### src/rtl/updown_level_counter.sv
// updown_level_counter: up/down occupancy counter for FIFO and credit tracking.
// Each cycle it can add and subtract a multi-step amount. The count is clamped
// to a programmable ceiling. It drives registered full/empty and
// almost-full/almost-empty flags, plus sticky overflow and underflow errors.
// Optional build macro UPDOWN_LEVEL_COUNTER_WRAP_EN: when defined, out-of-range
// results wrap modulo (MAX_VAL+1) instead of saturating; ovf/udf are still set.
module updown_level_counter #(
    parameter int N_BITS    = 4,
    parameter int STEP_BITS = 2,
    parameter int MAX_VAL   = 2**N_BITS-1,
    parameter int AF_THRESH = MAX_VAL-1,
    parameter int AE_THRESH = 1
) (
    input  logic                 clk,
    input  logic                 rst_n,
    input  logic                 clr,
    input  logic                 load,
    input  logic [N_BITS-1:0]    load_val,
    input  logic                 inc,
    input  logic [STEP_BITS-1:0] inc_amt,
    input  logic                 dec,
    input  logic [STEP_BITS-1:0] dec_amt,
    output logic [N_BITS-1:0]    cnt,
    output logic                 full,
    output logic                 empty,
    output logic                 almost_full,
    output logic                 almost_empty,
    output logic                 ovf,
    output logic                 udf
);

    // The arithmetic width leaves room for cnt + max step and for a negative
    // result, so no intermediate value is ever truncated.
    localparam int W = N_BITS + STEP_BITS + 2;

    localparam logic signed [W-1:0]    MAX_S = W'(MAX_VAL);
    localparam logic [N_BITS-1:0]      MAX_N = N_BITS'(MAX_VAL);
    localparam logic signed [W-1:0]    AF_S  = W'(AF_THRESH);
    localparam logic signed [W-1:0]    AE_S  = W'(AE_THRESH);
`ifdef UPDOWN_LEVEL_COUNTER_WRAP_EN
    localparam logic signed [W-1:0]    RANGE_S = W'(MAX_VAL + 1);
`endif

    logic signed [W-1:0] inc_ext;
    logic signed [W-1:0] dec_ext;
    logic signed [W-1:0] delta;
    logic signed [W-1:0] next_sum;
    logic [N_BITS-1:0]   cnt_d;
    logic                ovf_d;
    logic                udf_d;
    logic [3:0]          flags_d;

    // The status flags are derived from a count value, packed as
    // {full, empty, almost_full, almost_empty}.
    function automatic logic [3:0] decode_flags(input logic [N_BITS-1:0] v);
        logic signed [W-1:0] ext;
        ext = $signed({{(W-N_BITS){1'b0}}, v});
        return {ext == MAX_S, ext == '0, ext >= AF_S, ext <= AE_S};
    endfunction

    // Compute the next count. Clear has the highest priority, then load, then
    // the net inc/dec step. An out-of-range step saturates or wraps and sets
    // the sticky ovf/udf error.
    always_comb begin
        inc_ext  = $signed({{(W-STEP_BITS){1'b0}}, inc_amt});
        dec_ext  = $signed({{(W-STEP_BITS){1'b0}}, dec_amt});
        delta    = (inc ? inc_ext : '0) - (dec ? dec_ext : '0);
        next_sum = $signed({{(W-N_BITS){1'b0}}, cnt}) + delta;
        cnt_d    = cnt;
        ovf_d    = ovf;
        udf_d    = udf;
        if (clr) begin
            cnt_d = '0;
            ovf_d = 1'b0;
            udf_d = 1'b0;
        end else if (load) begin
            cnt_d = (load_val > MAX_N) ? MAX_N : load_val;
        end else if (next_sum > MAX_S) begin
            ovf_d = 1'b1;
`ifdef UPDOWN_LEVEL_COUNTER_WRAP_EN
            cnt_d = N_BITS'(next_sum - RANGE_S);
`else
            cnt_d = MAX_N;
`endif
        end else if (next_sum[W-1]) begin
            udf_d = 1'b1;
`ifdef UPDOWN_LEVEL_COUNTER_WRAP_EN
            cnt_d = N_BITS'(next_sum + RANGE_S);
`else
            cnt_d = '0;
`endif
        end else begin
            cnt_d = N_BITS'(next_sum);
        end
        flags_d = decode_flags(cnt_d);
    end

    // Register the count, the error flags and the decoded status together.
    // This way every output changes on the same edge and cannot glitch.
    always_ff @(posedge clk or negedge rst_n) begin
        if (!rst_n) begin
            cnt <= '0;
            ovf <= 1'b0;
            udf <= 1'b0;
            {full, empty, almost_full, almost_empty} <= decode_flags('0);
        end else begin
            cnt <= cnt_d;
            ovf <= ovf_d;
            udf <= udf_d;
            {full, empty, almost_full, almost_empty} <= flags_d;
        end
    end

endmodule

### config.mk
export PLATFORM = sky130hd
export DESIGN_NAME = updown_level_counter
export DESIGN_NICKNAME = d
export VERILOG_FILES = /design/src/rtl/updown_level_counter.sv
export SDC_FILE = /design/constraint.sdc
export NUM_CORES = 1
export LEC_CHECK = 0
export BUFFER_PORTS_ARGS = -buffer_cell sky130_fd_sc_hd__buf_2
export CAP_MARGIN = 10
export CORE_MARGIN = 1
export CORE_UTILIZATION = 41
export CTS_BUF_LIST = sky130_fd_sc_hd__clkbuf_16
export CTS_CLUSTER_DIAMETER = 100
export CTS_CLUSTER_SIZE = 40
export DETAILED_ROUTE_END_ITERATION = 7
export GPL_TIMING_DRIVEN = 0
export PLACE_DENSITY = 0.68
export SLEW_MARGIN = 15
export SYNTH_ARGS = -nofsm -noshare
export SYNTH_HDL_FRONTEND = slang
export SYNTH_SLANG_ARGS = --single-unit
### constraint.sdc
create_clock -name clk -period 2 [get_ports clk]
set_clock_uncertainty 0.1 [all_clocks]
set_input_delay 0.4 -clock clk [delete_from_list [all_inputs] [get_ports clk]]
set_output_delay 0.4 -clock clk [all_outputs]
set_load 0.005 [all_outputs]
* Yosys cells after proc, flatten, opt, wreduce, memory -nomap -nowiden *
Index checks and enable logic that the tools add are counted.

cells by class
  divide/modulo/power cells = 0
  magnitude comparators = 4
  shift operators = 0
  reduce and logical (&&, ||, !) cells = 5
  $mul = 0
  mux-type cells = 14
  bitwise operators = 0
  equality and inequality tests = 3
  $add $sub $neg = 2

operators by type and width
  kind                number
  $mux 4              5
  $mux 1              7
  $add 5x3->6         1
  $gt 6x5->1 const B  1
  $eq 4x1->1 const B  1
  $ge 4x4->1 const B  1
  $gt 4x4->1 const B  1
  $le 4x1->1 const B  1
  $logic_not 4->1     1
  $mux 2              2
  $ne 2x2->1 const B  2
  $reduce_bool 2->1   2
  $reduce_and 3->1    1
  $sub 2x2->3         1
  $reduce_and 2->1    1

word-level totals
  register bits = 10
  RAM bits = 0
  memory bits (read-only) = 0
  logic and storage cells = 35
  input bits = 14
  latch bits = 0
  memories kept = 0

* Longest topological paths before layout *
Gate-level depths: netlist (run 1).

  depth after elaboration = 8
  mapped depth = 11

* Least setup slack after synthesis (run 1) *
Ideal clock, no wire load.

  path kind = input port to flip-flop
  from = in dec_amt[0]
  to = reg empty
  data required time = 1.818 ns
  arrival time = 2.732 ns
  setup slack = -0.914 ns
  stages on the path = 11
  setup time = 0.082 ns
  cell sequence = and2_1 ha_1 inv_1 fa_1 inv_1 fa_1 nor2b_1 or3_1 a41o_1 or2_1 nor3_1

on the way
  word-level cells in the longest chain between the ends = 8

RTL lines
  item                                         RTL line  source
  from (decl)                                  22        input logic [STEP_BITS-1:0] dec_amt,
  $mux 2 (*)                                   67        delta = (inc ? inc_ext : '0) - (dec ? dec_ext : '0);
  $sub 2x2->3 (*)                              67
  $add 5x3->6 (*)                              68        next_sum = $signed({{(W-N_BITS){1'b0}}, cnt}) + delta;
  $gt 6x5->1 / $mux 4 (equally long branches)  78, 85
  $mux 4 (*)                                   78        end else if (next_sum > MAX_S) begin
  $mux 4 (*)                                   76        end else if (load) begin
  $mux 4 (*)                                   72        if (clr) begin
  via cnt_d[2]                                 48        logic [N_BITS-1:0] cnt_d;
  $logic_not 4->1 (*)                          58        return {ext == MAX_S, ext == '0, ext >= AF_S, ext <= AE_S};
  via flags_d[2]                               51        logic [3:0] flags_d;
  to (signal assigned)                         105       {full, empty, almost_full, almost_empty} <= decode_flags('0);
  to (signal assigned)                         110       {full, empty, almost_full, almost_empty} <= flags_d;
  to (decl)                                    25        output logic empty,

The timed path passes the listed nets; every way through them passes the cells marked *.
A chain may end at the register's enable or synchronous reset.

* Worst setup path after layout (run 1) *
  from = in dec_amt[0]
  to = reg full

on the way
  word-level cells in the longest chain between the ends = 8

RTL lines
  item                                         RTL line  source
  $mux 2 (*)                                   67
  $sub 2x2->3 (*)                              67
  $add 5x3->6 (*)                              68
  $gt 6x5->1 / $mux 4 (equally long branches)  78, 85
  $mux 4 (*)                                   78
  $mux 4 (*)                                   76
  $mux 4 (*)                                   72
  via cnt_d[3]                                 48
  $eq 4x1->1 (*)                               58
  via flags_d[3]                               51
  to (signal assigned)                         105
  to (signal assigned)                         110
  to (decl)                                    24        output logic full,

Marked as above.

==> results of run 1 <==
[placed cells by master (no fill, tap or decap), drive strengths merged]
cell          n
nand2         6
fa            2
a211o         1
and2          2
or2           1
or4b          1
dfrtp         8
clkbuf        3
and4          1
a32o          1
and3          1
nor2          8
a211oi        1
a41o          1
o21ai         2
dlygate4sd3   1
nand4b        1
nor3          2
nand3         2
inv           7
dfstp         2
o211ai        1
buf          30
a21oi         4
a31oi         2
or3           1
ha            3
nor3b         1
nor2b         2
[metrics by stage]
step	std cells	power, mW	hold WS, ns
global placement	101	0.412	0.163
CTS	111	0.785	0.348
floorplan	63	0.354	0.00441
detailed placement	101	0.417	0.165
finish	113	0.799	0.341
global route	113	0.844	0.360
[power by group through the flow]
stage / combinational [mW] / clock (mW) / sequential, mW
after floorplan: 0.107 / 0 / 0.247
after global placement: 0.167 / 0 / 0.245
after detailed placement: 0.172 / 0 / 0.245
after CTS: 0.198 / 0.344 / 0.244
after global routing: 0.235 / 0.362 / 0.248
final: 0.210 / 0.345 / 0.244
[worst max-delay path by stage]
| stage | end | slack (ns) |
|---|---|---|
| floorplan | empty | -0.76 |
| global placement | empty | -0.99 |
| detailed placement | empty | -1.02 |
| CTS | empty | -0.75 |
| global route | full | -0.79 |
| finish | full | -0.67 |
[state kept, by name (all words and copies together) (netlist names)]
signal        count
ovf               1
almost_full       1
almost_empty      1
cnt               4
empty             1
full              1
udf               1
[final cells by class]
| class | instances | area share, % |
|---|---|---|
| Clock inverter | 1 | 0.388 |
| Sequential cell | 10 | 26.1 |
| Timing Repair Buffer | 31 | 19.6 |
| Tap cell | 15 | 1.94 |
| Clock buffer | 3 | 7.75 |
| Multi-Input combinational cell | 47 | 41.9 |
| Inverter | 6 | 2.33 |
[logic make-up (layout without fill, tap and decap cells)]
family	count (synthesis)	after routing	synth area share (%)
buffers and inverters	6	41	3.67
AND/OR/NAND/NOR	29	29	25.9
flip-flops	10	10	41.1
adder cells (fa/ha/maj)	5	5	12.6
AO/OA/AOI/OAI	13	13	16.7
[layer usage]
metal	routed length, microns	global-route usage [%]
met1	638	26.2
met2	746	38.1
met3	47	5.43
met4	5	6.67
met5	0	0
[what timing repair did]
item | 4_1_cts | 5_1_grt
pin swaps | 8 | 10
endpoints found under the setup margin | 9 | 10
gates resized for setup | 7 | 3
endpoints found under the hold margin | 8 | 0
hold buffers | 1 | 0
setup buffers | 5 | 2
==> run summary, run 1 <==
status = finished, violations left
failing checks = setup timing
Worst Hold Depth = 2
yosys warns = 0
Antenna Violating Nets Remaining = 0
max_cap viols = 0
start of the worst register-to-register path = cnt[0]
area growth from synthesis to layout = 57.6%
Tcrit/Tclk final = 134%
layout cell share with drive strength beyond 1 = 53.1%
per-cell routed wire length = 12.7 microns
Fill cells = 100
Worst setup EP type = register
setup TNS = -4.73 ns
initial antenna violation count = 0
critical path startpoint = dec_amt[0]
Cell variety after synth = 28
Multi-input gate area = 405 sq um
Worst Path Buf+Inv = 3
Hold Crit Start = load_val[1]
part of the power in registers = 30.6%
CTS Sinks = 10
Port-buffer cells = 23
Leakage = 0.493 nW
crit-path most repeated cell = inv_2
family with the most delay on the worst path = simple AND/OR/NAND/NOR gates
DP Worst Slack = -1.02 ns
Worst R2R End = full
global-route wire length before repair = 2340 microns
VDD IR max = 0.000540 V
largest cells by area after synthesis = dfrtp_1, dfstp_2, fa_1
area leader, netlist = dfrtp_1
CP peak stage delay = 0.49 ns
Async S/R FF share, synth = 100%
Startpoint Class = input pin
Seq/Total Area, Yosys = 41.1%
Clock Path Buffers = 2
Post-DP Area = 788 sq um
pin count of the biggest net entering global routing = 11
GR Util All Layers = 21.9%
final setup violation count = 9
clock latency on the worst-skew pair = 0.23 ns
Synth top area share = 32.6%
CP Cell Sequence = buf_6 > and2_4 > ha_4 > inv_2 > fa_1 > inv_2 > fa_2 > or4b_4 > nand2_4 > a21oi_4 > a211oi_4 > and4_1
RSZ-0062 raised after global routing = true
Core Util, Final = 71.7%
Slew Viols, Final = 0
normalized max-slew margin = 78.2%
die area = 1660 sq um
Slowest cell on crit path = or4b_4
# DRC = 0
fin area = 968 sq um
power share of the combinational group = 26.2%
drt pass-1 iters = 3
crit path DAT = 2.73 ns
Worst Path Max Fanout = 5
core box area = 1350 sq um
initial drt markers = 4
Reg2Reg Depth = 8
final WL = 1440 microns
via count = 599
P_int = 597 uW
Post-synth top flop = dfrtp_1
Reg2Reg Setup Slack = -0.28 ns
Worst Max-Slew Pin Slew = 0.327 ns
number of synthesized register bits = 10
CTS clk-pin slew, worst paths = 0.04 ns
hpwl dp = 1040 microns
final worst setup slack = -0.670 ns
vias in the first global route = 567
Mapped Area = 614 sq um
die width = 40.7 microns
min-delay worst type = input pin to register
FMAX = 0.375 GHz
Root Driver = clkbuf_16
fin crit period = 2.67 ns
commonest cells in the netlist = dfrtp_1, nor2_1, inv_1
Synth Net Count = 82
Die Height = 40.7 microns
H-tree level count = 1
Avg Vias per Cell = 5.30
CTS tree = done
number of flops mapped to enable cells by yosys = 0
floorplan row count = 13
syn_area_per_cell = 9.75 sq um
I/O pin count = 24
critical path required time = 2.06 ns
Clock Power Share = 43.2%
Layout Nets = 118
sequential cell area = 253 sq um
Final GP Congestion = 0.786
Final Hold Fails = 0
switching share of power = 25.3%
CTS Buf Count = 3
ant diodes = 0
Remaining Overflow, GRT = 0
Worst path depth = 12
WHS Endpoint = cnt[1]
initial core utilization = 45.5%
Sw Pwr = 202 uW
Pwr Density = 825 nW/um^2
Crit Path Category = input pin to register
Syn Inst Count = 63
(Power assumes the default switching activity.)
==> run 2: changes to the inputs <==
--- a/config.mk
+++ b/config.mk
@@ -8,13 +8,13 @@
 export BUFFER_PORTS_ARGS = -buffer_cell sky130_fd_sc_hd__buf_2
 export CAP_MARGIN = 10
 export CORE_MARGIN = 1
-export CORE_UTILIZATION = 41
+export CORE_UTILIZATION = 40
 export CTS_BUF_LIST = sky130_fd_sc_hd__clkbuf_16
 export CTS_CLUSTER_DIAMETER = 100
 export CTS_CLUSTER_SIZE = 40
 export DETAILED_ROUTE_END_ITERATION = 7
 export GPL_TIMING_DRIVEN = 0
-export PLACE_DENSITY = 0.68
+export PLACE_DENSITY = 0.66
 export SLEW_MARGIN = 15
 export SYNTH_ARGS = -nofsm -noshare
 export SYNTH_HDL_FRONTEND = slang
==> constraint.sdc (replaced) <==
create_clock -name clk -period 2 [get_ports clk]
set_clock_uncertainty 0.1 [all_clocks]
set_input_delay 0.5 -clock clk [delete_from_list [all_inputs] [get_ports clk]]
set_output_delay 0.5 -clock clk [all_outputs]
set_load 0.005 [all_outputs]
==> run 2 against run 1 <==
The flow still finishes with violations (setup timing). Combinational power rose by 16%. Critical path depth did not move. Wire length rose by 11%. Critical path type unchanged. Final cell count did not move. Via count did not move. Register-to-register slack got worse by 0.02 ns. Clock-buffer cell count did not move. Final area rose by 5.7%. Highest routed layer unchanged. Core utilization rose by 3.2 points. Hold slack got worse by 0.32 ns. Critical endpoint is now empty. Power rose by 6.5%.
==> run summary, run 2 (synthesis gave the netlist of run 1 again) <==
global-route wire length before repair = 2360 microns
pin count of the biggest net entering global routing = 11
status = finished, violations left
max_cap viols = 0
critical path required time = 2.06 ns
Fill cells = 110
Pwr Density = 831 nW/um^2
RSZ-0062 raised after global routing = true
Worst Path Max Fanout = 4
most flop-heavy register = cnt
Startpoint Class = input pin
final worst setup slack = -0.814 ns
setup TNS = -5.96 ns
# DRC = 0
GR Util All Layers = 21.9%
DP Worst Slack = -1.18 ns
Final Hold Fails = 0
FMAX = 0.355 GHz
die width = 41.2 microns
H-tree level count = 1
floorplan row count = 13
normalized max-slew margin = 63.8%
most common cell after layout, fill and taps aside = buf_2
hpwl dp = 1090 microns
commonest non-fill, non-tap cells in the layout = buf_2, nor2_1, dfrtp_1
VDD IR max = 0.000538 V
Tcrit/Tclk final = 141%
failing checks = setup timing
Final GP Congestion = 0.752
Remaining Overflow, GRT = 0
fin cells = 113
Layout Nets = 118
Reg2Reg Setup Slack = -0.30 ns
CTS clk-pin slew, worst paths = 0.04 ns
area growth from synthesis to layout = 66.6%
Hold WS = 0.0179 ns
vias in the first global route = 553
fin crit period = 2.81 ns
ant diodes = 0
Root Driver = clkbuf_16
Clock Path Buffers = 2
drt pass-1 iters = 4
max reg flops = 4
initial drt markers = 10
Worst R2R End = empty
Antenna Violating Nets Remaining = 0
initial core utilization = 45.0%
Reg2Reg Depth = 8
hold_buf cts = 0
initial antenna violation count = 0
start of the worst register-to-register path = cnt[0]
Crit Path Category = input pin to register
Slew Viols, Final = 0
CTS Buf Count = 3
CTS Sinks = 10
via count = 599
Leakage = 0.503 nW
core box area = 1370 sq um
final WL = 1600 microns
clock latency on the worst-skew pair = 0.23 ns
crit path DAT = 2.87 ns
min-delay worst type = input pin to asynchronous set/reset pin
I/O pin count = 24
Die Height = 41.2 microns
layout cell share with drive strength beyond 1 = 57.1%
final setup violation count = 10
Avg Vias per Cell = 5.30
Port-buffer cells = 23
placed cell count = 101
Worst setup EP type = register
CTS tree = done
die area = 1700 sq um
per-cell routed wire length = 14.2 microns
Core Util, Final = 74.9%
Worst Max-Slew Pin Slew = 0.538 ns
==> run 2: repair_timing <==
action	4_1_cts	5_1_grt
pin swaps	4	5
resized for setup	14	3
gates cloned	0	0
setup buffers	6	2
endpoints found under the setup margin	10	10
==> run 2: power by group <==
group          internal (mW)  leakage, nW  switching, mW  total [mW]
registers              0.228        0.128         0.0194       0.248
logic                  0.131        0.336          0.113       0.244
clock network          0.263       0.0385         0.0968       0.359
==> run 2: layout make-up <==
cell class	instances	area, sq um	area share, %
inverters	6	22.5	2.20
repair buffers	31	214	20.9
clock buffers	3	75.1	7.33
flip-flops and latches	10	253	24.7
multi-input cells	47	437	42.7
clock inverters	1	3.75	0.367
well taps	15	18.8	1.83
==> run 2: stage by stage <==
step           cell area (sq um)  total power, mW
3_3_place_gp                 788            0.412
6_report                    1020            0.851
4_1_cts                      978            0.832
5_1_grt                     1020            0.887
2_1_floorplan                654            0.354
3_5_place_dp                 788            0.420
==> run 2: worst max-delay path, cell delays in order <==
cell and delay, ns:
buf_6 0.07, and2_4 0.13, ha_4 0.11, inv_2 0.03
fa_1 0.50, inv_1 0.06, fa_2 0.36, nor2b_4 0.14
or3_1 0.35, a41o_1 0.23, or2_1 0.25, nor3_2 0.13
==> run 2: metal layers <==
metal	wire (microns)	vias to the layer above	global-route usage, %
met3	63	2	2.17
met1	698	288	24.7
met2	830	17	41.0
met4	9	0	9.68
met5	0	-	0
li1	-	292	-
==> run 2: worst max path at each step <==
stage,from,end,slack (ns),cells after the start
after detailed placement,inc,empty,-1.18,12
after CTS,dec,empty,-0.82,12
after global routing,dec,empty,-0.92,12
final,dec,empty,-0.81,12
after floorplan,dec_amt[0],empty,-0.86,11
after global placement,inc,empty,-1.07,12
==> run 3: changes to the inputs <==
--- a/config.mk
+++ b/config.mk
@@ -14,7 +14,7 @@
 export CTS_CLUSTER_SIZE = 40
 export DETAILED_ROUTE_END_ITERATION = 7
 export GPL_TIMING_DRIVEN = 0
-export PLACE_DENSITY = 0.66
+export PLACE_DENSITY = 0.64
 export SLEW_MARGIN = 15
 export SYNTH_ARGS = -nofsm -noshare
 export SYNTH_HDL_FRONTEND = slang
==> constraint.sdc (replaced) <==
create_clock -name clk -period 3.4 [get_ports clk]
set_clock_uncertainty 0.1 [all_clocks]
set_input_delay 0.85 -clock clk [delete_from_list [all_inputs] [get_ports clk]]
set_output_delay 0.85 -clock clk [all_outputs]
set_load 0.005 [all_outputs]
==> run 3 against run 2 <==
The flow now finishes without violations. Core utilization down 14 points. Clock power down 43%. Hold slack better by 0.34 ns. Final cell count fell by 7.1%. Sequential share of layout area rose by 5.8 points. Die area stayed put. Highest routed layer is now met3. Via count shrank 11%. Global-route usage down 3.9 points.
==> run summary, run 3 (synthesis gave the netlist of run 1 again) <==
Leakage = 0.424 nW
drt pass-1 iters = 4
Layout Nets = 110
initial drt markers = 8
sequential cell area = 253 sq um
critical path startpoint = dec_amt[0]
Antenna Violating Nets Remaining = 0
CTS tree = done
global-route wire length before repair = 1930 microns
Worst path depth = 12
Worst Path Max Fanout = 5
Hold WS = 0.360 ns
Avg Vias per Cell = 5.09
normalized max-slew margin = 78.4%
final WL = 1290 microns
hpwl dp = 964 microns
crit path DAT = 3.30 ns
core box area = 1370 sq um
die area = 1700 sq um
Worst Path Buf+Inv = 3
setup TNS = 0 ns
via count = 534
Clock Path Buffers = 2
# DRC = 0
floorplan row count = 13
Remaining Overflow, GRT = 0
crit-path most repeated cell = inv_1
Fill cells = 121
Port-buffer cells = 23
final worst setup slack = 0.171 ns
initial core utilization = 45.0%
ant diodes = 0
initial antenna violation count = 0
CTS Sinks = 10
Slowest cell on crit path = or4b_4
Final Hold Fails = 0
Root Driver = clkbuf_16
Crit Path Category = input pin to register
family with the most delay on the worst path = simple AND/OR/NAND/NOR gates
CP Capture Point = full
Startpoint Class = input pin
Reg2Reg Setup Slack = 1.10 ns
DP Worst Slack = -0.207 ns
pin count of the biggest net entering global routing = 11
FMAX = 0.310 GHz
max reg flops = 4
Worst Max-Slew Pin Slew = 0.324 ns
min-delay worst type = input pin to asynchronous set/reset pin
Reg2Reg Depth = 8
max_cap viols = 0
most common cell after layout, fill and taps aside = buf_2
CP peak stage delay = 0.48 ns
layout cell share with drive strength beyond 1 = 37.8%
Tcrit/Tclk final = 95.0%
Pwr Density = 529 nW/um^2
final setup violation count = 0
die width = 41.2 microns
Slew Viols, Final = 0
per-cell routed wire length = 12.2 microns
clock latency on the worst-skew pair = 0.23 ns
H-tree level count = 1
Die Height = 41.2 microns
I/O pin count = 24
vias in the first global route = 453
GR Util All Layers = 18.1%
status = finished, final reports clean
CTS Buf Count = 3
critical path required time = 3.47 ns
VDD IR max = 0.000433 V
fin cells = 105
fin crit period = 3.23 ns
Worst R2R End = full
Multi-input gate area = 342 sq um
most flop-heavy register = cnt
CTS clk-pin slew, worst paths = 0.04 ns
Final GP Congestion = 0.793
area growth from synthesis to layout = 35.0%
commonest non-fill, non-tap cells in the layout = buf_2, nor2_1, dfrtp_1
post-CTS setup repair buffer count = 0
Core Util, Final = 60.7%
placed cell count = 101
start of the worst register-to-register path = cnt[0]
Worst setup EP type = register
CP Cell Sequence = buf_2 > and2_1 > ha_1 > inv_1 > fa_1 > inv_1 > fa_2 > or4b_4 > nand2_2 > a21oi_2 > a211oi_4 > and4_1
RSZ-0062 raised after global routing = false
==> run 3: changes by cell type in the layout (fill, tap and decap cells not counted), moves of 2 or more <==
| cell | before | now |
|---|---|---|
| ha_4 | 2 | 0 |
| ha_1 | 1 | 3 |
| nand2_4 | 2 | 0 |
| buf_4 | 5 | 0 |
| buf_6 | 5 | 0 |
| a21oi_4 | 2 | 0 |
| nand2_1 | 3 | 5 |
| buf_2 | 20 | 23 |
| a21oi_1 | 1 | 3 |
| inv_1 | 5 | 7 |
==> run 3: report_power, final <==
group	switching, mW	internal, mW	leakage (nW)
logic	0.0491	0.0420	0.253
clock network	0.0501	0.154	0.0423
registers	0.00942	0.134	0.128
==> run 3: layout make-up <==
class / count / area share (%)
clock buffer: 3 / 9.05
tap: 15 / 2.26
clock inverter: 1 / 0.452
sequential: 10 / 30.5
inverter: 6 / 2.71
multi-input combinational: 47 / 41.2
timing repair buffer: 23 / 13.9
==> run 3: how the worst min path moves through the flow <==
stage | startpoint | to | slack (ns)
2_1_floorplan | ovf | ovf | 0.39
3_3_place_gp | ovf | ovf | 0.40
3_5_place_dp | udf | udf | 0.39
4_1_cts | rst_n | almost_full | 0.37
5_1_grt | rst_n | almost_full | 0.37
6_report | rst_n | cnt[2] | 0.36
==> run 3: worst register-to-register path, cell delays in order, from the launching register on <==
cell	delay [ns]
dfrtp_1	0.37
ha_1	0.21
inv_1	0.08
fa_2	0.24
or4b_4	0.48
nand2_2	0.11
a21oi_2	0.08
a211oi_4	0.33
and4_1	0.24
==> run 3: what timing repair did <==
action                     CTS  global route
resized for setup            0             1
hold endpoints to repair     0             0
setup endpoints to repair    0             4
hold buffers                 0             0
==> run 3: layer usage <==
layer	share of wire (%)	GRT usage (%)	wire length, microns
met1	45	22.9	582
met4	0	4.84	0
met2	48	30.1	622
met3	6.1	4.89	79
met5	0	0	0
==> run 3: through the flow <==
stage               cell area (sq um)  power [mW]
CTS                               827       0.441
global placement                  748       0.232
detailed placement                748       0.235
finish                            830       0.439
floorplan                         614       0.198
global route                      830       0.465
